===== src/rtl/umich_alu_arbiter_if.sv =====
// Request/response bundle between NREQ ALU clients and the shared-operator arbiter.
interface umich_alu_arbiter_if #(
  parameter int NREQ = 4
);
  logic [NREQ-1:0]      req_valid;
  logic [NREQ-1:0]      req_ready;
  logic [3*NREQ-1:0]    req_op;
  logic [64*NREQ-1:0]   req_a;
  logic [64*NREQ-1:0]   req_b;
  logic [NREQ-1:0]      rsp_valid;
  logic [NREQ-1:0]      rsp_ready;
  logic [63:0]          rsp_data;
  logic                 rsp_err;

  modport master (
    output req_valid, req_op, req_a, req_b, rsp_ready,
    input  req_ready, rsp_valid, rsp_data, rsp_err
  );

  modport slave (
    input  req_valid, req_op, req_a, req_b, rsp_ready,
    output req_ready, rsp_valid, rsp_data, rsp_err
  );
endinterface


===== src/rtl/umich_alu_arbiter.sv =====
// Round-robin arbiter sharing one 64-bit ALU (add/sub/mult/compare/shift) among NREQ clients.
// Define UMICH_ALU_ARB_MULT_EN to build the multiplier; otherwise opcode 2 returns an error.
//
// state  | meaning
// S_IDLE | scanning requests from ptr, grant issued combinationally
// S_EXEC | operands latched, counting down the opcode latency
// S_RESP | result held on rsp_data/rsp_err until the owner accepts
module umich_alu_arbiter #(
  parameter int NREQ    = 4,
  parameter int MUL_LAT = 3
) (
  input  logic               clocked_on,
  input  logic               synch_clear,
  umich_alu_arbiter_if.slave bus
);
  localparam int IW = $clog2(NREQ);
  localparam int CW = (MUL_LAT < 1) ? 1 : $clog2(MUL_LAT + 1);
`ifdef UMICH_ALU_ARB_MULT_EN
  localparam bit MULT_EN = 1'b1;
`else
  localparam bit MULT_EN = 1'b0;
`endif

  typedef enum logic [1:0] {S_IDLE, S_EXEC, S_RESP} state_t;

  state_t          state, state_nxt;
  logic [IW-1:0]   ptr, idx_r, winner;
  logic [2:0]      op_r;
  logic [63:0]     a_r, b_r, data_r, res;
  logic            err_r, err;
  logic [CW-1:0]   cnt;
  logic [NREQ-1:0] ready, valid_oh;
  logic            load, done;

  function automatic logic [IW-1:0] pick(input logic [NREQ-1:0] v, input logic [IW-1:0] p);
    logic [IW-1:0] w;
    logic          hit;
    int            j;
    w   = '0;
    hit = 1'b0;
    for (int k = 0; k < NREQ; k++) begin
      j = int'(p) + k;
      if (j >= NREQ) j = j - NREQ;
      if (!hit && v[j]) begin
        hit = 1'b1;
        w   = IW'(j);
      end
    end
    return w;
  endfunction

  assign winner = pick(bus.req_valid, ptr);

  always_comb begin
    state_nxt = state;
    ready     = '0;
    load      = 1'b0;
    done      = 1'b0;
    case (state)
      S_IDLE: if (|bus.req_valid) begin
        ready[winner] = 1'b1;
        load          = 1'b1;
        state_nxt     = S_EXEC;
      end
      S_EXEC: if (cnt == CW'(1)) begin
        done      = 1'b1;
        state_nxt = S_RESP;
      end
      S_RESP: if (bus.rsp_ready[idx_r]) state_nxt = S_IDLE;
      default: state_nxt = S_IDLE;
    endcase
    if (synch_clear) ready = '0;
  end

  always_comb begin
    valid_oh = '0;
    if (state == S_RESP) valid_oh[idx_r] = 1'b1;
  end

  // The operator is purely combinational on the latched operands; MULT gets MUL_LAT cycles to settle.
  always_comb begin
    res = '0;
    err = 1'b0;
    case (op_r)
      3'd0: res = a_r + b_r;
      3'd1: res = a_r - b_r;
`ifdef UMICH_ALU_ARB_MULT_EN
      3'd2: res = a_r * b_r;
`else
      3'd2: err = 1'b1;
`endif
      3'd3: res = {63'd0, a_r < b_r};
      3'd4: res = {63'd0, $signed(a_r) < $signed(b_r)};
      3'd5: res = {63'd0, a_r == b_r};
      3'd6: res = {63'd0, a_r != b_r};
      3'd7: res = (|b_r[63:6]) ? 64'd0 : (a_r << b_r[5:0]);
      default: res = '0;
    endcase
  end

  always_ff @(posedge clocked_on) begin
    if (synch_clear) begin
      state  <= S_IDLE;
      ptr    <= '0;
      idx_r  <= '0;
      op_r   <= '0;
      a_r    <= '0;
      b_r    <= '0;
      cnt    <= '0;
      data_r <= '0;
      err_r  <= 1'b0;
    end else begin
      state <= state_nxt;
      if (load) begin
        idx_r <= winner;
        op_r  <= bus.req_op[3*winner +: 3];
        a_r   <= bus.req_a[64*winner +: 64];
        b_r   <= bus.req_b[64*winner +: 64];
        cnt   <= (MULT_EN && bus.req_op[3*winner +: 3] == 3'd2) ? CW'(MUL_LAT) : CW'(1);
      end else if (state == S_EXEC) begin
        cnt <= cnt - CW'(1);
      end
      if (done) begin
        data_r <= res;
        err_r  <= err;
      end
      if (state == S_RESP && state_nxt == S_IDLE)
        ptr <= (idx_r == IW'(NREQ - 1)) ? '0 : idx_r + IW'(1);
    end
  end

  assign bus.req_ready = ready;
  assign bus.rsp_valid = valid_oh;
  assign bus.rsp_data  = data_r;
  assign bus.rsp_err   = err_r;
endmodule


===== src/flat_wrapper.sv =====
// flat-port wrapper written by rule: the top's interface ports become plain ports
module umich_alu_arbiter_flat 
#(
  parameter int NREQ    = 4,
  parameter int MUL_LAT = 3
)
  (clocked_on, synch_clear, bus_req_valid, bus_req_op, bus_req_a, bus_req_b, bus_rsp_ready, bus_req_ready, bus_rsp_valid, bus_rsp_data, bus_rsp_err);
  umich_alu_arbiter_if #(.NREQ(NREQ)) bus_i ();
  input  logic clocked_on;
  input  logic synch_clear;
  input wire logic [$bits(bus_i.req_valid)-1:0] bus_req_valid;
  input wire logic [$bits(bus_i.req_op)-1:0] bus_req_op;
  input wire logic [$bits(bus_i.req_a)-1:0] bus_req_a;
  input wire logic [$bits(bus_i.req_b)-1:0] bus_req_b;
  input wire logic [$bits(bus_i.rsp_ready)-1:0] bus_rsp_ready;
  output wire logic [$bits(bus_i.req_ready)-1:0] bus_req_ready;
  output wire logic [$bits(bus_i.rsp_valid)-1:0] bus_rsp_valid;
  output wire logic [$bits(bus_i.rsp_data)-1:0] bus_rsp_data;
  output wire logic [$bits(bus_i.rsp_err)-1:0] bus_rsp_err;
  assign bus_i.req_valid = bus_req_valid;
  assign bus_i.req_op = bus_req_op;
  assign bus_i.req_a = bus_req_a;
  assign bus_i.req_b = bus_req_b;
  assign bus_i.rsp_ready = bus_rsp_ready;
  assign bus_req_ready = bus_i.req_ready;
  assign bus_rsp_valid = bus_i.rsp_valid;
  assign bus_rsp_data = bus_i.rsp_data;
  assign bus_rsp_err = bus_i.rsp_err;
  umich_alu_arbiter #(.NREQ(NREQ), .MUL_LAT(MUL_LAT)) u_core (.clocked_on(clocked_on), .synch_clear(synch_clear), .bus(bus_i));
endmodule

===== config.mk =====
export PLATFORM = sky130hd
export DESIGN_NAME = umich_alu_arbiter_flat
export DESIGN_NICKNAME = d
export VERILOG_FILES = /design/src/rtl/umich_alu_arbiter_if.sv /design/src/rtl/umich_alu_arbiter.sv /design/src/flat_wrapper.sv
export SDC_FILE = /design/constraint.sdc
export NUM_CORES = 1
export LEC_CHECK = 0
export ABC_CLOCK_PERIOD_IN_PS = 8100
export CAP_MARGIN = 20
export CORE_AREA = 2 2 238 240
export DETAILED_ROUTE_END_ITERATION = 7
export DIE_AREA = 0 0 240 242
export HOLD_SLACK_MARGIN = 0.02
export PLACE_DENSITY_LB_ADDON = 0.05
export SETUP_SLACK_MARGIN = 0.5
export SYNTH_ARGS = -nofsm -noshare
export SYNTH_HDL_FRONTEND = slang
export SYNTH_SLANG_ARGS = --single-unit

===== constraint.sdc =====
create_clock -name clocked_on -period 8.1 [get_ports clocked_on]
set_input_delay 2.025 -clock clocked_on [delete_from_list [all_inputs] [get_ports clocked_on]]
set_output_delay 2.025 -clock clocked_on [all_outputs]
set_load 0.05 [all_outputs]

# Word-level counts from Yosys, hierarchy flattened
# Index checks and enable logic that the tools add are counted.
op_classes:
  n_eq_ne: 13
  n_lt_le_gt_ge: 14
  shift: 4
  mux: 47
  reduce_logical: 16
  addsub: 11
  mul: 1
ops:
  columns: ["cell", "n"]
  rows:
  - ["variable part select 256 x 9 -> 64 bit", 2]
  - ["case mux 64 bit (7 select lines)", 1]
  - ["< comparator 32 x 4 -> 1 bit (second input constant)", 4]
  - ["< comparator 64 bit", 2]
  - ["2-to-1 mux 32 bit", 4]
  - ["greater-or-equal comparator 32 x 4 -> 1 bit (second input constant)", 3]
  - ["subtractor 32 x 4 -> 32 bit (second input constant)", 3]
  - ["adder 64 bit", 1]
  - ["== test 64 bit", 1]
  - ["2-to-1 mux 64 bit", 1]
  - ["inequality test 64 bit", 1]
  - ["<< shifter 64 x 6 -> 64 bit", 1]
  - ["subtractor 64 bit", 1]
  - ["OR reduction 58 bit", 1]
  - ["2-to-1 mux 1 bit", 21]
  - ["2-to-1 mux 2 bit", 8]
  - ["2-to-1 mux 4 bit", 4]
  - ["== test 3 bit (second input constant)", 4]
  - ["variable part select 12 x 5 -> 3 bit", 1]
  - ["binary-select mux 1 bit (select 2 bit)", 5]
  - ["adder 2 x 2 -> 3 bit (second input constant)", 2]
  - ["== test 3 x 2 -> 1 bit (second input constant)", 2]
  - ["logical AND 1 bit", 6]
  - ["< comparator 2 x 3 -> 1 bit (second input constant)", 2]
  - ["18 further kinds", 25]
totals:
  input_bits: 534
  ff_bits: 204
  wordCells: 116
  output_inout_bits: 73

# Longest topological paths before layout
logic_depth:
  depth_word: 22
  ltp_mapped: 18
  mapped_depth_nobuf: 14

# Worst setup path after synthesis
# No wires, ideal clock.
synth_timing:
  path_kind: "input-to-output"
  startpoint: "in bus_req_valid[0]"
  endpoint: "out bus_req_ready[0]"
  path_slack_ns: 1.973
  arrival_time_ns: 4.102
  required_time_ns: 6.075
  cell_stages: 8
  n_path_buf: 3
  cell_sequence: "inv_1 nor2_1 nor2_1 o22a_1 clkbuf_1 clkbuf_1 clkbuf_1 nor3_1"
synth_via:
  elab_chain_len: 20
synth_lines:
  columns: ["element", "line", "rtl"]
  rows:
  - ["start, declared", "flat_wrapper.sv:11", "input wire logic [$bits(bus_i.req_valid)-1:0] bus_req_valid;"]
  - ["binary-select mux 1 bit (select 2 bit)", "umich_alu_arbiter.sv:44", "if (!hit && v[j]) begin"]
  - ["2-to-1 mux 1 bit (not written as such) (2 in a row)", "umich_alu_arbiter.sv:44", null]
  - ["2-to-1 mux 1 bit", "umich_alu_arbiter.sv:44", null]
  - ["logical NOT 1 bit", "umich_alu_arbiter.sv:44", null]
  - ["logical AND 1 bit", "umich_alu_arbiter.sv:44", null]
  - ["2-to-1 mux 1 bit", "umich_alu_arbiter.sv:44", null]
  - ["logical NOT 1 bit", "umich_alu_arbiter.sv:44", null]
  - ["logical AND 1 bit", "umich_alu_arbiter.sv:44", null]
  - ["[... 3 more ...]", null, null]
  - ["2-to-1 mux 2 bit", "umich_alu_arbiter.sv:44", null]
  - ["< comparator 2 x 3 -> 1 bit (not written as such) / greater-or-equal comparator 2 x 1 -> 1 bit (equally long branches)", "umich_alu_arbiter.sv:61", "ready[winner] = 1'b1;"]
  - ["logical AND 1 bit (not written as such)", "umich_alu_arbiter.sv:61", null]
  - ["2-to-1 mux 1 bit (not written as such)", "umich_alu_arbiter.sv:61", null]
  - ["demux 1 bit (select 2 bit)", null, null]
  - ["2-to-1 mux 4 bit *", "umich_alu_arbiter.sv:60", "S_IDLE: if (|bus.req_valid) begin"]
  - ["2-to-1 mux 4 bit *", "umich_alu_arbiter.sv:59", "case (state)"]
  - ["2-to-1 mux 4 bit *", "umich_alu_arbiter.sv:72", "if (synch_clear) ready = '0;"]
  - ["end, declared", "flat_wrapper.sv:16", "output wire logic [$bits(bus_i.req_ready)-1:0] bus_req_ready;"]
# Mark *: on every way between the ends. The rest lies on a longest branch, timed or not. The select of a mux whose other input is x is not followed.

# Worst setup path after layout
layout_timing:
  startpoint: "in bus_req_valid[0]"
  endpoint: "out bus_req_ready[3]"
# Same word-level chain as after synthesis.

==> metrics.txt <==
outcome finished clean; Final Cycle Share 0.820; ANT nets after route 0; busiest grt layer met2; Clock Skew 32.4 ps; FF/Latch Area 4090 um2; Crit Path Category in -> out; FP Rows 87; Layout fillers 5336; Setup crit end bus_req_ready[3]; post-CTS sizing 0; TritonCTS clock tree done; ys flop type dfxtp_1; met3 Usage GRT 0.0619; dpl cells slightly below 4000; largest net degree at the start of global routing 70; Die W 240 um; first-pass GRT wire length 147000 um; worst vdd ir about 150 uV; leakage 11.3 nW; RSZ-0062 raised after global routing false; most common cell after layout, fill and taps aside clkdlybuf4s50_1; internal power 3.26 mW; setup bufs post-CTS 0; Die H around 240 um; area occupied by multi-input gates 16600 um2; Clock Path Buffers 3; CTS buffer count 27; routability cong. 0.967; initial antenna violation count 2; HPWL after detailed placement 81600 um; worst-case reg-to-reg path depth 15; htree depth 1; final layout net count about 3800; placed inst area roughly 28000 um2; final instance area 29500 um2; Final Power 6.12 mW; most frequent cells in the layout clkdlybuf4s50_1 (605), nor2_1 (254), a21oi_1 (241); Syn Nets 3337; Clock power frac 0.219; Post-Syn Area per Cell 8.26 um2; sequential area share after synthesis 0.185; YS warnings 0; Sw Pwr around 2.9 mW; maximum fanout along the worst path 18; CTS Sinks 204; Combinational Power Share 0.564; CP startpoint kind input pin; via count 24100; number of synthesized register bits 204; total die area 58100 um2; met2 usage 0.524; TNS Setup 0 ps; origin of the critical flop-to-flop path u_core.b_r[2]$_SDFFE_PP0P_; DRC viols 0; final hold viol count 0; CP Capture Type output pin; starting density of the core 0.395; async set-reset flop share out of synthesis 0; hold buffer count at cts 0; r2r setup slk 2870 ps; WL final between 90000 and 100000 um; Worst Hold Class reg -> reg; Sw Ratio 0.467; Power per Cell Area 207 nW/um2; Root Buffer clkbuf_16; Final Setup Violations 0; Vias per Instance 6.18; slew at the pin closest to its max-slew limit 1120 ps; Netlist cell types 91; CP required 6080 ps; synthesized cell area 22000 um2; clock latency on the worst-skew pair 590 ps; total track usage 0.330; sequential share of power 0.217; final std cells w/o fill between 3000 and 4000; core area ~56000 um2; WP data arrival 4620 ps; number of max-cap violations 0; # port buffers approximately 610; Syn-to-layout area delta 33.8%; total global routing overflow 0; Tmin final 6640 ps; I/O pin cnt 607; fin. max-slew vios 0; vias in the first global route approximately 24000; proportion of layout cells with a drive suffix above 1 0.101; number of synthesized flops with an enable pin 0; Reg clk slew, reported paths 60 ps; Slew HR 0.246; mean routed wirelength per cell 25.5 um; FMAX 151 MHz; reg-to-reg endpoint u_core.bus.rsp_data[63]$_SDFFE_PP0P_; Mapped Cells 2668; First DRT Iteration DRCs between 2000 and 2500; grt met1 use 0.449; TritonRoute pass-1 iters 6; critical path startpoint bus_req_valid[0]
## power groups by stage
| stage | clock (mW) | sequential, mW | combinational [mW] |
|---|---|---|---|
| floorplan | 0 | 1.31 | 2.11 |
| global placement | 0 | 1.35 | 3.34 |
| detailed placement | 0 | 1.35 | 3.35 |
| CTS | 1.36 | 1.32 | 3.36 |
| global route | 1.41 | 1.34 | 3.67 |
| finish | 1.34 | 1.33 | 3.45 |
## kinds of logic (layout without fill, tap and decap cells)
family / count (synthesis) / in the layout / share of synthesized area
AO/OA/AOI/OAI: 896 / 896 / 0.276
XOR/XNOR: 61 / 61 / 0.0242
adder cells (fa/ha/maj): 135 / 135 / 0.0773
buffers and inverters: 356 / 836 / 0.0637
flip-flops: 204 / 204 / 0.185
multiplexers: 292 / 292 / 0.223
other: 0 / 1 / 0
AND/OR/NAND/NOR: 724 / 724 / 0.151
## cell usage after synthesis (20+ instances only)
cell,instances,area [um2]
mux2_2,36,405
a31oi_1,30,188
o21ai_1,21,105
nand3_1,39,195
o22ai_1,49,307
a21o_1,23,173
mux4_2,155,3490
o211ai_1,20,150
a21oi_1,241,1210
inv_1,139,522
nor3_1,45,225
xnor2_1,56,490
buf_1,37,139
mux2i_1,101,1010
ha_1,133,1660
nor4_1,41,257
clkbuf_1,134,503
nor2b_1,21,131
dfxtp_1,204,4080
nand4_1,38,238
a211oi_1,20,150
nand2_1,202,758
o31ai_1,26,195
o21ai_0,118,591
buf_2,33,165
nor2_1,257,965
a22oi_1,45,338
a22o_1,132,1160
o21bai_1,40,300
## flip-flops by register name, indices dropped and copies added (netlist names)
signal               cells
u_core.op_r              3
u_core.state             2
u_core.bus.rsp_err       1
u_core.a_r              64
u_core.bus.rsp_data     64
u_core.idx_r             2
u_core.b_r              64
u_core.ptr               2
u_core.cnt               2
## worst min-delay path by stage
| stage | startpoint | endpoint | slack (ps) | depth (start not counted) |
|---|---|---|---|---|
| finish | u_core.bus.rsp_data[23]$_SDFFE_PP0P_ | u_core.bus.rsp_data[23]$_SDFFE_PP0P_ | 460 | 2 |
| floorplan | u_core.ptr[0]$_SDFFE_PP0P_ | u_core.ptr[0]$_SDFFE_PP0P_ | 460 | 2 |
| global route | u_core.bus.rsp_data[34]$_SDFFE_PP0P_ | u_core.bus.rsp_data[34]$_SDFFE_PP0P_ | 480 | 2 |
| CTS | u_core.bus.rsp_data[23]$_SDFFE_PP0P_ | u_core.bus.rsp_data[23]$_SDFFE_PP0P_ | 460 | 2 |
| detailed placement | u_core.bus.rsp_data[23]$_SDFFE_PP0P_ | u_core.bus.rsp_data[23]$_SDFFE_PP0P_ | 450 | 2 |
| global placement | u_core.bus.rsp_data[15]$_SDFFE_PP0P_ | u_core.bus.rsp_data[15]$_SDFFE_PP0P_ | 440 | 2 |
## through the flow
stage          hold WS (ps)   util  worst slack, ps
2_1_floorplan           459      -             1970
3_3_place_gp            443  0.511             1490
3_5_place_dp            451  0.511             1440
4_1_cts                 458  0.529             1420
5_1_grt                 478  0.529             1310
6_report                457  0.529             1460
## metal layers
layer | vias to the layer above | routed length [um]
met5 | - | 15
met4 | 2 | 3780
met3 | 164 | 8550
met2 | 1202 | 45100
met1 | 11700 | 42200
li1 | 11100 | -
## critical path, stage by stage
cell and delay, ps:
clkdlybuf4s50_1 430, inv_1 110, nor2_1 70, a21oi_1 130, nor2_1 90, a211oi_4 290, buf_4 360, and3_1 280
clkdlybuf4s50_1 820
## cell type report
class                           count  share of cell area
Multi-Input combinational cell   2108               0.563
Timing Repair Buffer              638               0.214
Sequential cell                   204               0.139
Tap cell                          756              0.0321
Clock buffer                       31              0.0241
Inverter                          148              0.0188
Clock inverter                     19             0.00912
Antenna cell                        1           0.0000848
(Power assumes the default switching activity.)
